File: src/rtl/sram_arbiter_if.sv
// sram_arbiter_if
// Bundles the CPU port, the DMA port and the external SRAM pins of the
// arbiter so that they can be passed as a single port.
//   slave  : the arbiter side (receives requests, drives the SRAM pins)
//   master : the environment side (CPU, DMA engine and SRAM device)
// Signal groups:
//   cpu_*  : CPU request/address/write strobe/data, cpu_rdata, cpu_rdy
//   dma_*  : DMA request/address/write strobe/data, dma_ack, dma_rdata
//   sram_* : registered sram_addr/sram_dout/sram_we, async sram_din
interface sram_arbiter_if;
  logic        cpu_req;
  logic [15:0] cpu_addr;
  logic        cpu_we;
  logic [7:0]  cpu_wdata;
  logic [7:0]  cpu_rdata;
  logic        cpu_rdy;

  logic        dma_req;
  logic [15:0] dma_addr;
  logic        dma_we;
  logic [7:0]  dma_wdata;
  logic        dma_ack;
  logic [7:0]  dma_rdata;

  logic [15:0] sram_addr;
  logic [7:0]  sram_dout;
  logic [7:0]  sram_din;
  logic        sram_we;

  modport slave (
    input  cpu_req, cpu_addr, cpu_we, cpu_wdata,
    output cpu_rdata, cpu_rdy,
    input  dma_req, dma_addr, dma_we, dma_wdata,
    output dma_ack, dma_rdata,
    output sram_addr, sram_dout, sram_we,
    input  sram_din
  );

  modport master (
    output cpu_req, cpu_addr, cpu_we, cpu_wdata,
    input  cpu_rdata, cpu_rdy,
    output dma_req, dma_addr, dma_we, dma_wdata,
    input  dma_ack, dma_rdata,
    input  sram_addr, sram_dout, sram_we,
    output sram_din
  );
endinterface

File: src/rtl/sram_arbiter.sv
// sram_arbiter
// Shares one asynchronous-read SRAM between a CPU and a DMA engine. A grant
// decided in cycle N registers the winner's address/data/write strobe onto
// the SRAM pins so the access occupies cycle N+1. CPU reads see sram_din
// directly; DMA reads are captured at the end of N+1 and acknowledged with
// a one-cycle dma_ack pulse in N+2.
// Optional feature macro: SRAM_ARB_STARVE_EN
//   defined   : an 8-bit starve counter forces a DMA slot after STARVE_MAX
//               consecutive DMA wait cycles, stalling the CPU (cpu_rdy=0)
//               for that one cycle.
//   undefined : CPU has absolute priority, cpu_rdy is tied high.
// Ports:
//   clk   : system clock, all logic on posedge
//   reset : synchronous active-high reset
//   bus   : sram_arbiter_if.slave (CPU, DMA and SRAM signal groups)
module sram_arbiter #(
  parameter int unsigned STARVE_MAX = 8
) (
  input logic           clk,
  input logic           reset,
  sram_arbiter_if.slave bus
);

  typedef enum logic [1:0] {
    IDLE = 2'd0,
    CPU  = 2'd1,
    DMA  = 2'd2
  } state_t;

  state_t      state_reg, state_next;
  logic [15:0] sram_addr_reg, sram_addr_next;
  logic [7:0]  sram_dout_reg, sram_dout_next;
  logic        sram_we_reg, sram_we_next;
  logic        dma_ack_reg;
  logic [7:0]  dma_rdata_reg;
  logic        forced;
  logic        grant_cpu;
  logic        grant_dma;
  logic        dma_busy;

  if (STARVE_MAX < 1 || STARVE_MAX > 255) begin : g_bad_starve_max
    $error("STARVE_MAX must be within 1..255");
  end

  // A DMA access in flight blocks a second grant for the same request.
  assign dma_busy  = (state_reg == DMA);
  assign grant_cpu = bus.cpu_req && !forced;
  assign grant_dma = !grant_cpu && bus.dma_req && !dma_busy;

`ifdef SRAM_ARB_STARVE_EN
  localparam logic [7:0] STARVE_LIM = 8'(STARVE_MAX);

  logic [7:0] starve_reg, starve_next;

  // Forcing only matters when the CPU would otherwise win the slot.
  assign forced = !reset && bus.cpu_req && bus.dma_req && !dma_busy &&
                  (starve_reg >= STARVE_LIM);

  always_comb begin
    starve_next = starve_reg;
    if (!bus.dma_req || grant_dma) begin
      starve_next = '0;
    end else if (starve_reg < STARVE_LIM) begin
      starve_next = starve_reg + 8'd1;
    end
  end

  always_ff @(posedge clk) begin
    if (reset) begin
      starve_reg <= '0;
    end else begin
      starve_reg <= starve_next;
    end
  end
`else
  assign forced = 1'b0;
`endif

  always_comb begin
    state_next     = IDLE;
    sram_addr_next = sram_addr_reg;
    sram_dout_next = sram_dout_reg;
    sram_we_next   = 1'b0;
    if (grant_cpu) begin
      state_next     = CPU;
      sram_addr_next = bus.cpu_addr;
      sram_dout_next = bus.cpu_wdata;
      sram_we_next   = bus.cpu_we;
    end else if (grant_dma) begin
      state_next     = DMA;
      sram_addr_next = bus.dma_addr;
      sram_dout_next = bus.dma_wdata;
      sram_we_next   = bus.dma_we;
    end
  end

  always_ff @(posedge clk) begin
    if (reset) begin
      state_reg     <= IDLE;
      sram_addr_reg <= '0;
      sram_dout_reg <= '0;
      sram_we_reg   <= 1'b0;
      dma_ack_reg   <= 1'b0;
      dma_rdata_reg <= '0;
    end else begin
      state_reg     <= state_next;
      sram_addr_reg <= sram_addr_next;
      sram_dout_reg <= sram_dout_next;
      sram_we_reg   <= sram_we_next;
      // Ack follows the DMA access cycle; read data is kept until the
      // next DMA read so writes leave the last read value untouched.
      dma_ack_reg   <= dma_busy;
      if (dma_busy && !sram_we_reg) begin
        dma_rdata_reg <= bus.sram_din;
      end
    end
  end

  assign bus.sram_addr = sram_addr_reg;
  assign bus.sram_dout = sram_dout_reg;
  assign bus.sram_we   = sram_we_reg;
  assign bus.dma_ack   = dma_ack_reg;
  assign bus.dma_rdata = dma_rdata_reg;
  assign bus.cpu_rdata = bus.sram_din;
  assign bus.cpu_rdy   = !forced;

endmodule

File: src/flat_wrapper.sv
// flat-port wrapper written by rule: the top's interface ports become plain ports
module sram_arbiter_flat 
#(
  parameter int unsigned STARVE_MAX = 8
)
  (clk, reset, bus_cpu_req, bus_cpu_addr, bus_cpu_we, bus_cpu_wdata, bus_cpu_rdata, bus_cpu_rdy, bus_dma_req, bus_dma_addr, bus_dma_we, bus_dma_wdata, bus_dma_ack, bus_dma_rdata, bus_sram_addr, bus_sram_dout, bus_sram_we, bus_sram_din);
  sram_arbiter_if bus_i ();
  input logic clk;
  input logic reset;
  input wire logic [$bits(bus_i.cpu_req)-1:0] bus_cpu_req;
  input wire logic [$bits(bus_i.cpu_addr)-1:0] bus_cpu_addr;
  input wire logic [$bits(bus_i.cpu_we)-1:0] bus_cpu_we;
  input wire logic [$bits(bus_i.cpu_wdata)-1:0] bus_cpu_wdata;
  output wire logic [$bits(bus_i.cpu_rdata)-1:0] bus_cpu_rdata;
  output wire logic [$bits(bus_i.cpu_rdy)-1:0] bus_cpu_rdy;
  input wire logic [$bits(bus_i.dma_req)-1:0] bus_dma_req;
  input wire logic [$bits(bus_i.dma_addr)-1:0] bus_dma_addr;
  input wire logic [$bits(bus_i.dma_we)-1:0] bus_dma_we;
  input wire logic [$bits(bus_i.dma_wdata)-1:0] bus_dma_wdata;
  output wire logic [$bits(bus_i.dma_ack)-1:0] bus_dma_ack;
  output wire logic [$bits(bus_i.dma_rdata)-1:0] bus_dma_rdata;
  output wire logic [$bits(bus_i.sram_addr)-1:0] bus_sram_addr;
  output wire logic [$bits(bus_i.sram_dout)-1:0] bus_sram_dout;
  output wire logic [$bits(bus_i.sram_we)-1:0] bus_sram_we;
  input wire logic [$bits(bus_i.sram_din)-1:0] bus_sram_din;
  assign bus_i.cpu_req = bus_cpu_req;
  assign bus_i.cpu_addr = bus_cpu_addr;
  assign bus_i.cpu_we = bus_cpu_we;
  assign bus_i.cpu_wdata = bus_cpu_wdata;
  assign bus_cpu_rdata = bus_i.cpu_rdata;
  assign bus_cpu_rdy = bus_i.cpu_rdy;
  assign bus_i.dma_req = bus_dma_req;
  assign bus_i.dma_addr = bus_dma_addr;
  assign bus_i.dma_we = bus_dma_we;
  assign bus_i.dma_wdata = bus_dma_wdata;
  assign bus_dma_ack = bus_i.dma_ack;
  assign bus_dma_rdata = bus_i.dma_rdata;
  assign bus_sram_addr = bus_i.sram_addr;
  assign bus_sram_dout = bus_i.sram_dout;
  assign bus_sram_we = bus_i.sram_we;
  assign bus_i.sram_din = bus_sram_din;
  sram_arbiter #(.STARVE_MAX(STARVE_MAX)) u_core (.clk(clk), .reset(reset), .bus(bus_i));
endmodule
File: config.mk
export PLATFORM = sky130hd
export DESIGN_NAME = sram_arbiter_flat
export DESIGN_NICKNAME = d
export VERILOG_FILES = /design/src/rtl/sram_arbiter_if.sv /design/src/rtl/sram_arbiter.sv /design/src/flat_wrapper.sv
export SDC_FILE = /design/constraint.sdc
export NUM_CORES = 1
export LEC_CHECK = 0
export BUFFER_PORTS_ARGS = -buffer_cell sky130_fd_sc_hd__buf_2
export CORE_UTILIZATION = 38
export DETAILED_ROUTE_END_ITERATION = 8
export PLACE_DENSITY_LB_ADDON = 0.05
export SLEW_MARGIN = 10
export SYNTH_ARGS = -nofsm -noshare
export SYNTH_HDL_FRONTEND = slang
export SYNTH_SLANG_ARGS = --single-unit
File: constraint.sdc
create_clock -name clk -period 1.2 [get_ports clk]
set_clock_uncertainty 0.15 [all_clocks]
set_input_delay 0.24 -clock clk [delete_from_list [all_inputs] [get_ports clk]]
set_output_delay 0.24 -clock clk [all_outputs]
set_load 0.005 [all_outputs]
==> results of run 1 <==
-- worst paths after layout --
kind / cells past startpoint / endpoint
max reg2reg: 5 / u_core.bus.sram_dout[4]
min reg2reg: 2 / u_core.bus.sram_addr[9]
max: 5 / u_core.bus.sram_dout[4]
min: 3 / u_core.bus.dma_rdata[1]
-- power groups by stage --
stage               registers (mW)  logic (mW)  clock network (mW)
floorplan                     1.34       0.278                   0
global placement              1.33       0.522                   0
detailed placement            1.33       0.528                   0
CTS                           1.31       0.536               0.904
global route                  1.33       0.664               0.969
finish                        1.32       0.608               0.880
-- layer usage --
| layer | share of wire (%) | GRT usage (%) |
|---|---|---|
| met4 | 0.91 | 5.442 |
| met3 | 4.7 | 4.971 |
| met1 | 45 | 23.56 |
| met2 | 50 | 33.55 |
| met5 | 0 | 0 |
-- synthesized netlist by cell type, types with 2 or more instances --
cell type | instances | area, um2
a21oi_1 | 9 | 45.04
a221oi_1 | 18 | 157.7
a221oi_2 | 6 | 90.09
a31oi_1 | 24 | 150.1
buf_2 | 9 | 45.04
buf_4 | 12 | 90.09
buf_8 | 2 | 30.03
clkbuf_1 | 7 | 26.28
dfxtp_1 | 36 | 720.7
inv_1 | 24 | 90.09
nand2_1 | 9 | 33.78
o21ai_0 | 25 | 125.1
o21ai_1 | 7 | 35.03
-- cells by family after synthesis --
group,after synthesis,synth area share [%]
flip-flops,36,42.14
AND/OR/NAND/NOR,16,5.048
buffers and inverters,56,17.34
AO/OA/AOI/OAI,89,35.26
other,1,0.2192
-- worst max-delay path, delay by kind of cell, from the launching register on --
| kind | cells | cell delay, ns |
|---|---|---|
| DFF | 1 | 0.32 |
| and+or+nand+nor | 1 | 0.29 |
| AOI/OAI and AO/OA | 2 | 0.25 |
| buffers and inverters | 2 | 0.23 |
-- layout make-up --
type | instances | area share, %
clock buffer | 6 | 3.046
clock inverter | 2 | 0.3692
inverter | 25 | 3.461
multi-input combinational | 106 | 35.99
sequential | 36 | 26.90
tap | 52 | 2.400
timing repair buffer | 123 | 27.83
-- timing repair --
action	CTS	global route
setup endpoints to repair	24	33
gates cloned	0	1
pin swaps	1	26
setup buffers	0	1
resized for setup	6	72
-- stage by stage --
step / cells / util, %
after CTS: 348 / 56.67
after global placement: 340 / 54.11
after detailed placement: 340 / 54.11
after global routing: 350 / 62.27
after floorplan: 198 / -
final: 350 / 62.27
==> impl_metrics.tcl, run 1 <==
set metrics [dict create \
    hp-class "primary input to flip-flop" \
    synthesis.area_mm2 0.001710 \
    p_sw_uw 770.6 \
    p_clk_share_pct 31.4 \
    regArea_um2 729.5 \
    fin_tns_setup_ns -1.589 \
    cp_data_arrival_time_ns 1.37 \
    power_density_mw_per_mm2 1035 \
    path_clk_slew_ns 0.07 \
    firstDrtPassIters 4 \
    hpwl_mm 3.272 \
    synth_cell_types 23 \
    grt_antenna_before_repair 0 \
    setup_violations 29 \
    synth.yosys.seq_area_share_pct 42.14 \
    synth_edf_count 0 \
    violations "negative setup slack" \
    drive_above_1_share_pct 64.77 \
    finalInstanceArea_mm2 0.002711 \
    grt_max_degree 37 \
    antennaDiodeCount 0 \
    reg2reg_from "u_core.state_reg[0]" \
    fp.coreArea_mm2 0.004354 \
    crit_fanout 7 \
    cts_tree "built" \
    ant_nets 0 \
    final.setup.worst_slack_ns -0.1154 \
    cts_hold_buf 0 \
    port_buffers 103 \
    ios 105 \
    peakVddDrop_v 0.0008896 \
    die_w_um 69.09 \
    required_ns 1.26 \
    hold_slack_ns 0.03976 \
    cts_buffers 5 \
    largest_reg_flops 16 \
    drv_cap 0 \
    period_minus_slack_ns 1.315 \
    place_area_mm2 0.002356 \
    gp_congestion 0.7686 \
    multiInputGateArea_um2 975.9 \
    p_sw_share_pct 27.45 \
    cts_root_buf "clkbuf_8" \
    die_area_mm2 0.004773 \
    synth_nets 260 \
    drtIter0Drc 74 \
    grt_pass1_vias 1739 \
    report.final.slew_viol_count 0 \
    ff2ff_setup_slack_ns -0.12 \
    grt_pass1_wl_mm 7.659 \
    grt_overflow 0 \
    crit_chain "and2b_4 > buf_6 > buf_4 > o21ai_2 > a221oi_2" \
    fmax_mhz 760.2 \
    nFillCells 400 \
    pwr-share-comb_pct 21.7 \
    wirelength_mm 4.705 \
    initial_utilization_pct 39.28 \
    final_cell_mix "103 x buf_2, 31 x dfxtp_1, 24 x inv_1, 20 x a31oi_1" \
    h-tree-depth 2 \
    critPathKind "flip-flop to flip-flop" \
    fin_crit_sh_pct 109.6 \
    rows 24 \
    syn_inst 198 \
    die_y_um 69.09 \
    status "finished with violations" \
    area_growth_pct 58.52 \
    ys_warn_count 0 \
    cts_buffer_depth 2 \
    async_reset_ff_share_pct 0 \
    crit_start "u_core.state_reg[0]" \
    crit_path_max_incr_delay_ns 0.32 \
    p_int_mw 2.036 \
    wire_per_inst_um 13.44 \
    clock_sinks 36 \
    fin_nets 359 \
    final_common_cell "buf_2" \
    synth_ff_type "dfxtp_1" \
    final-hold-violation-count 0 \
    crit_slowest_cell "dfxtp_2" \
    p_leak_nw 1.271 \
    post-route-drc-count 0 \
    grt_setup_unrepaired "true" \
    synth.ff_latch_count 36 \
    setup.worst_path.end_class "flip-flop" \
    power_mw 2.807 \
    grt_usage_pct 19.36 \
    pre_cts_ws_ns -0.1031 \
    p_seq_share_pct 47.0 \
    holdCritStartpoint "bus_sram_din[1]" \
    start_kind "flip-flop" \
    num_vias 1811 \
    clk_latency_ns 0.28 \
    via_per_inst 5.174 \
    syn_area_per_cell_um2 8.638 \
]
(Power assumes the default switching activity.)
==> inputs of run 2 (changes only) <==
--- a/config.mk
+++ b/config.mk
@@ -6,9 +6,11 @@
 export NUM_CORES = 1
 export LEC_CHECK = 0
 export BUFFER_PORTS_ARGS = -buffer_cell sky130_fd_sc_hd__buf_2
-export CORE_UTILIZATION = 38
+export CELL_PAD_IN_SITES_DETAIL_PLACEMENT = 0
+export CELL_PAD_IN_SITES_GLOBAL_PLACEMENT = 1
+export CORE_UTILIZATION = 26
 export DETAILED_ROUTE_END_ITERATION = 8
-export PLACE_DENSITY_LB_ADDON = 0.05
+export PLACE_DENSITY = 0.73
 export SLEW_MARGIN = 10
 export SYNTH_ARGS = -nofsm -noshare
 export SYNTH_HDL_FRONTEND = slang
==> run 2 against run 1 <==
The run still ends with negative setup slack left. Critical path depth down 1. Critical endpoint is now u_core.bus.sram_addr[14]. Final cell count up 6.6%. Die area up 45%. First-iteration DRC count did not move. Fmax increased by 2.2%. Sequential power is essentially flat. Utilization decreased by 21 points. Clock-buffer cell count increased by 1. Power increased by 0.88%.
==> impl_metrics.tcl, run 2 (same netlist as run 1, synthesis figures left out) <==
set metrics [dict create \
    initial_utilization_pct 26.94 \
    wire_per_inst_um 13.92 \
    h-tree-depth 2 \
    grt_pass1_vias 1654 \
    cts_tree "built" \
    multiInputGateArea_um2 842.1 \
    fin_crit_sh_pct 107.3 \
    final.setup.worst_slack_ns -0.08741 \
    die_y_um 83.11 \
    die_area_mm2 0.006906 \
    dp_cells 364 \
    grt_antenna_before_repair 0 \
    p_leak_nw 1.231 \
    power_mw 2.832 \
    instances_no_fill 373 \
    largest_reg_flops 16 \
    p_clk_share_pct 33.1 \
    clock_sinks 36 \
    grt_setup_unrepaired "true" \
    hp-class "primary input to flip-flop" \
    report.final.slew_viol_count 0 \
    p_sw_share_pct 26.36 \
    cts_hold_buf 0 \
    grt_usage_pct 14.63 \
    pwr-share-comb_pct 20.8 \
    clk_latency_ns 0.28 \
    ios 105 \
    p_sw_uw 746.6 \
    wirelength_mm 5.191 \
    grt_pass1_wl_mm 8.100 \
    period_minus_slack_ns 1.287 \
    fin_nets 358 \
    die_w_um 83.11 \
    post-route-drc-count 0 \
    via_per_inst 4.952 \
    final_common_cell "buf_2" \
    final-hold-violation-count 0 \
    cts_buffers 5 \
    port_buffers 103 \
    cts_buffer_depth 2 \
    setup.worst_path.end_class "flip-flop" \
    crit_fanout 11 \
    peakVddDrop_v 0.0005574 \
    nFillCells 629 \
    gp_congestion 0.7007 \
    drtIter0Drc 74 \
    cp_data_arrival_time_ns 1.32 \
    regArea_um2 724.4 \
    antennaDiodeCount 0 \
    final_cell_mix "102 x buf_2, 33 x dfxtp_1, 28 x o21ai_1, 24 x inv_1, 20 x a31oi_1" \
    violations "negative setup slack" \
    fp.coreArea_mm2 0.006350 \
    drive_above_1_share_pct 55.07 \
    grt_max_degree 37 \
    hpwl_mm 3.532 \
    p_int_mw 2.085 \
    ant_nets 0 \
    path_clk_slew_ns 0.07 \
    hold_slack_ns 0.04881 \
    status "finished with violations" \
    critPathKind "flip-flop to flip-flop" \
    rows 29 \
    cts_root_buf "clkbuf_8" \
    num_vias 1847 \
    drv_cap 0 \
    firstDrtPassIters 6 \
    start_kind "flip-flop" \
    required_ns 1.23 \
    power_density_mw_per_mm2 1074 \
    area_growth_pct 54.21 \
    fmax_mhz 776.8 \
    p_seq_share_pct 46.2 \
    grt_overflow 0 \
    setup_violations 25 \
]
## run 2: cell types whose count changed in the layout (fill, tap and decap cells not counted), moves of 2 or more
cell	previous run	this run
a221oi_1	7	13
a221oi_2	17	11
buf_12	5	9
buf_6	5	3
clkinv_2	2	0
dfxtp_1	31	33
nand2_1	2	4
nand2_4	4	1
o21ai_0	6	3
o21ai_1	8	28
o21ai_2	17	1
## run 2: layout make-up
cell class	instances	share of cell area, %
Inverter	25	3.558
Sequential cell	36	27.47
Clock buffer	7	3.653
Timing Repair Buffer	122	29.74
Tap cell	77	3.653
Multi-Input combinational cell	106	31.93
## run 2: metal layers
layer | vias to the layer above | share of wire [%] | GRT usage, %
li1 | 908 | - | -
met1 | 870 | 47 | 18.83
met2 | 65 | 48 | 23.99
met3 | 4 | 4.5 | 3.579
met4 | 0 | 1.1 | 4.702
met5 | - | 0 | 0
## run 2: final timing paths
| kind | start | cells past startpoint | end | slack (ns) |
|---|---|---|---|---|
| worst min register to register | u_core.bus.dma_rdata[6] | 2 | u_core.bus.dma_rdata[6] | 0.32 |
| worst min-delay path | bus_sram_din[2] | 3 | u_core.bus.dma_rdata[2] | 0.05 |
| worst max-delay path | u_core.state_reg[0] | 4 | u_core.bus.sram_addr[14] | -0.09 |
| worst max register to register | u_core.state_reg[0] | 4 | u_core.bus.sram_addr[14] | -0.09 |
## run 2: power by group through the flow
stage | Combinational (mW) | Clock [mW] | Sequential [mW]
2_1_floorplan | 0.278 | 0 | 1.34
3_3_place_gp | 0.543 | 0 | 1.33
3_5_place_dp | 0.551 | 0 | 1.33
4_1_cts | 0.558 | 0.963 | 1.31
5_1_grt | 0.642 | 1.00 | 1.31
6_report | 0.588 | 0.937 | 1.31
## run 2: stage by stage
stage | utilization [%] | area [um2] | worst slack, ns | setup TNS, ns
2_1_floorplan | - | 1788 | -0.02246 | -0.3742
3_5_place_dp | 38.27 | 2430 | -0.09808 | -1.459
5_1_grt | 41.54 | 2638 | -0.1423 | -3.047
4_1_cts | 39.96 | 2537 | -0.1064 | -1.587
3_3_place_gp | 38.27 | 2430 | -0.05420 | -0.7604
6_report | 41.54 | 2638 | -0.08741 | -1.277
## run 2: critical path: stages (launching register included)
cell,delay (ns)
dfxtp_2,0.32
and2b_2,0.26
buf_12,0.14
o21ai_1,0.06
a221oi_1,0.26
## run 2: repair_timing
| item | CTS | global route |
|---|---|---|
| pin swaps | 0 | 5 |
| gates resized for setup | 15 | 26 |
| setup buffers | 0 | 2 |
| endpoints found under the hold margin | 0 | 0 |
| endpoints found under the setup margin | 25 | 33 |
==> inputs of run 3 (changes only) <==
==> constraint.sdc (replaced) <==
create_clock -name clk -period 1.06 [get_ports clk]
set_clock_uncertainty 0.15 [all_clocks]
set_input_delay 0.212 -clock clk [delete_from_list [all_inputs] [get_ports clk]]
set_output_delay 0.212 -clock clk [all_outputs]
set_load 0.005 [all_outputs]
==> run 3 against run 2 <==
The flow still finishes with violations (negative setup slack). Sequential power increased by 15%. Utilization increased by 6.4 points. Register-to-register slack got worse by 0.22 ns. Wire length increased by 7.9%. Setup slack got worse by 0.22 ns.
==> impl_metrics.tcl, run 3 (same netlist as run 1, synthesis figures left out) <==
set metrics [dict create \
    status "finished with violations" \
    violations "negative setup slack" \
    crit_family "flip-flops" \
    wirelength_mm 5.601 \
    clock_sinks 36 \
    gp_congestion 0.7218 \
    largest_reg_flops 16 \
    regArea_um2 765.7 \
    grt_usage_pct 14.79 \
    post-route-util_pct 47.98 \
    die_w_um 83.11 \
    ios 105 \
    hpwl_mm 3.546 \
    path_buf_inv 1 \
    holdPathStages 3 \
    final.setup.worst_slack_ns -0.3048 \
    hold_end "u_core.bus.dma_rdata[2]" \
    cts_hold_buf 0 \
    crit_slowest_cell "dfxtp_2" \
    rows 29 \
    grt_overflow 0 \
    ff2ff_setup_slack_ns -0.30 \
    post-route-drc-count 0 \
    crit_chain "and2b_4 > clkbuf_16 > o21ai_2 > a221oi_1" \
    fp.coreArea_mm2 0.006350 \
    port_buffers 103 \
    final-hold-violation-count 0 \
    area_growth_pct 78.13 \
    cts_root_buf "clkbuf_8" \
    via_per_inst 4.915 \
    crit_fanout 5 \
    nFillCells 620 \
    fmax_mhz 732.7 \
    multiInputGateArea_mm2 0.001010 \
    h-tree-depth 2 \
    required_ns 1.09 \
    final_cell_mix "95 x buf_2, 33 x dfxtp_2, 24 x inv_1, 21 x a221oi_2, 21 x buf_4" \
    grt_pass1_vias 1693 \
    die_y_um 83.11 \
    setup.worst_path.end_class "flip-flop" \
    antennaDiodeCount 0 \
    final_common_cell "buf_2" \
    crit_path_max_incr_delay_ns 0.33 \
    peakVddDrop_v 0.0006022 \
    wire_per_inst_um 14.36 \
    p_leak_nw 1.369 \
    ant_nets 0 \
    start_kind "flip-flop" \
    critPathKind "flip-flop to flip-flop" \
    instances_no_fill 390 \
    num_vias 1917 \
    reg2reg_from "u_core.state_reg[0]" \
    fin_nets 375 \
    critical_path_depth 4 \
    grt_pass1_wl_mm 8.176 \
    firstDrtPassIters 4 \
    grt_antenna_before_repair 0 \
    cp_data_arrival_time_ns 1.40 \
    pre_cts_ws_ns -0.2366 \
    cts_buffer_depth 2 \
    period_minus_slack_ns 1.365 \
    drv_cap 0 \
    cts_tree "built" \
    report.final.slew_viol_count 0 \
    path_clk_slew_ns 0.07 \
    grt_max_degree 28 \
    holdCritStartpoint "bus_sram_din[2]" \
    rr_worst_depth 4 \
    r2r_end "u_core.bus.sram_addr[3]" \
    power_density_mw_per_mm2 1110 \
    setup_violations 66 \
    clk_latency_ns 0.28 \
    grt_setup_unrepaired "true" \
    power_mw 3.381 \
    hp-class "primary input to flip-flop" \
    drive_above_1_share_pct 76.04 \
    dp_cells 366 \
    cts_buffers 5 \
    drtIter0Drc 83 \
    die_area_mm2 0.006906 \
    initial_utilization_pct 26.94 \
    fin_crit_sh_pct 128.8 \
]
## run 3: changes by cell type in the layout (fill, tap and decap cells not counted), moves of 10 or more
cell,previous run,this run
a221oi_2,11,21
dfxtp_2,3,33
buf_4,8,21
o21ai_1,28,8
dfxtp_1,33,2
buf_6,3,13
a221oi_1,13,3
o21ai_2,1,14
## run 3: final cells by class
class / instances / area share, %
Clock buffer: 7 / 3.162
Sequential cell: 36 / 25.13
Timing Repair Buffer: 139 / 32.32
Inverter: 25 / 3.080
Multi-Input combinational cell: 106 / 33.14
Tap cell: 77 / 3.162
## run 3: worst max-delay path by stage
stage,from,slack [ns],end
floorplan,u_core.state_reg[0],-0.16,u_core.bus.sram_addr[12]
global placement,u_core.state_reg[0],-0.18,u_core.bus.sram_addr[13]
detailed placement,u_core.state_reg[0],-0.24,u_core.bus.sram_addr[2]
CTS,u_core.state_reg[0],-0.23,u_core.bus.sram_addr[6]
global route,u_core.state_reg[0],-0.33,u_core.bus.sram_addr[1]
finish,u_core.state_reg[0],-0.30,u_core.bus.sram_addr[3]
## run 3: where the power goes
group	switching, mW	total (mW)	leakage, nW	internal, mW
registers	0.0557	1.51	0.309	1.45
logic	0.383	0.828	1.01	0.445
clock network	0.467	1.05	0.0503	0.579
total	0.906	3.38	1.37	2.48
## run 3: timing repair
| action | CTS | global route |
|---|---|---|
| gates resized for setup | 38 | 78 |
| pin swaps | 3 | 30 |
| setup buffers | 2 | 12 |
| endpoints found under the setup margin | 68 | 68 |
| cloned | 0 | 3 |
## run 3: layer usage
layer	vias to the layer above	global-route usage [%]	wire length (um)
li1	943	-	-
met2	68	23.77	2655
met4	0	5.172	65
met3	4	3.579	290
met5	-	0	0
met1	902	19.30	2589
## run 3: stage by stage
stage / setup TNS [ns] / area (um2) / hold WS, ns
2_1_floorplan: -4.594 / 1793 / 0.1980
3_3_place_gp: -4.605 / 2420 / 0.3080
3_5_place_dp: -5.477 / 2420 / 0.3143
4_1_cts: -7.115 / 2601 / 0.001627
5_1_grt: -10.64 / 3047 / 0.005486
6_report: -7.961 / 3047 / 0.01383
## run 3: worst register-to-register path: cells and delay by family (launching register included)
kind	cells	cell delay [ns]
buffers and inverters	1	0.18
AND/OR/NAND/NOR	1	0.32
AO/OA/AOI/OAI	2	0.29
flip-flops	1	0.33
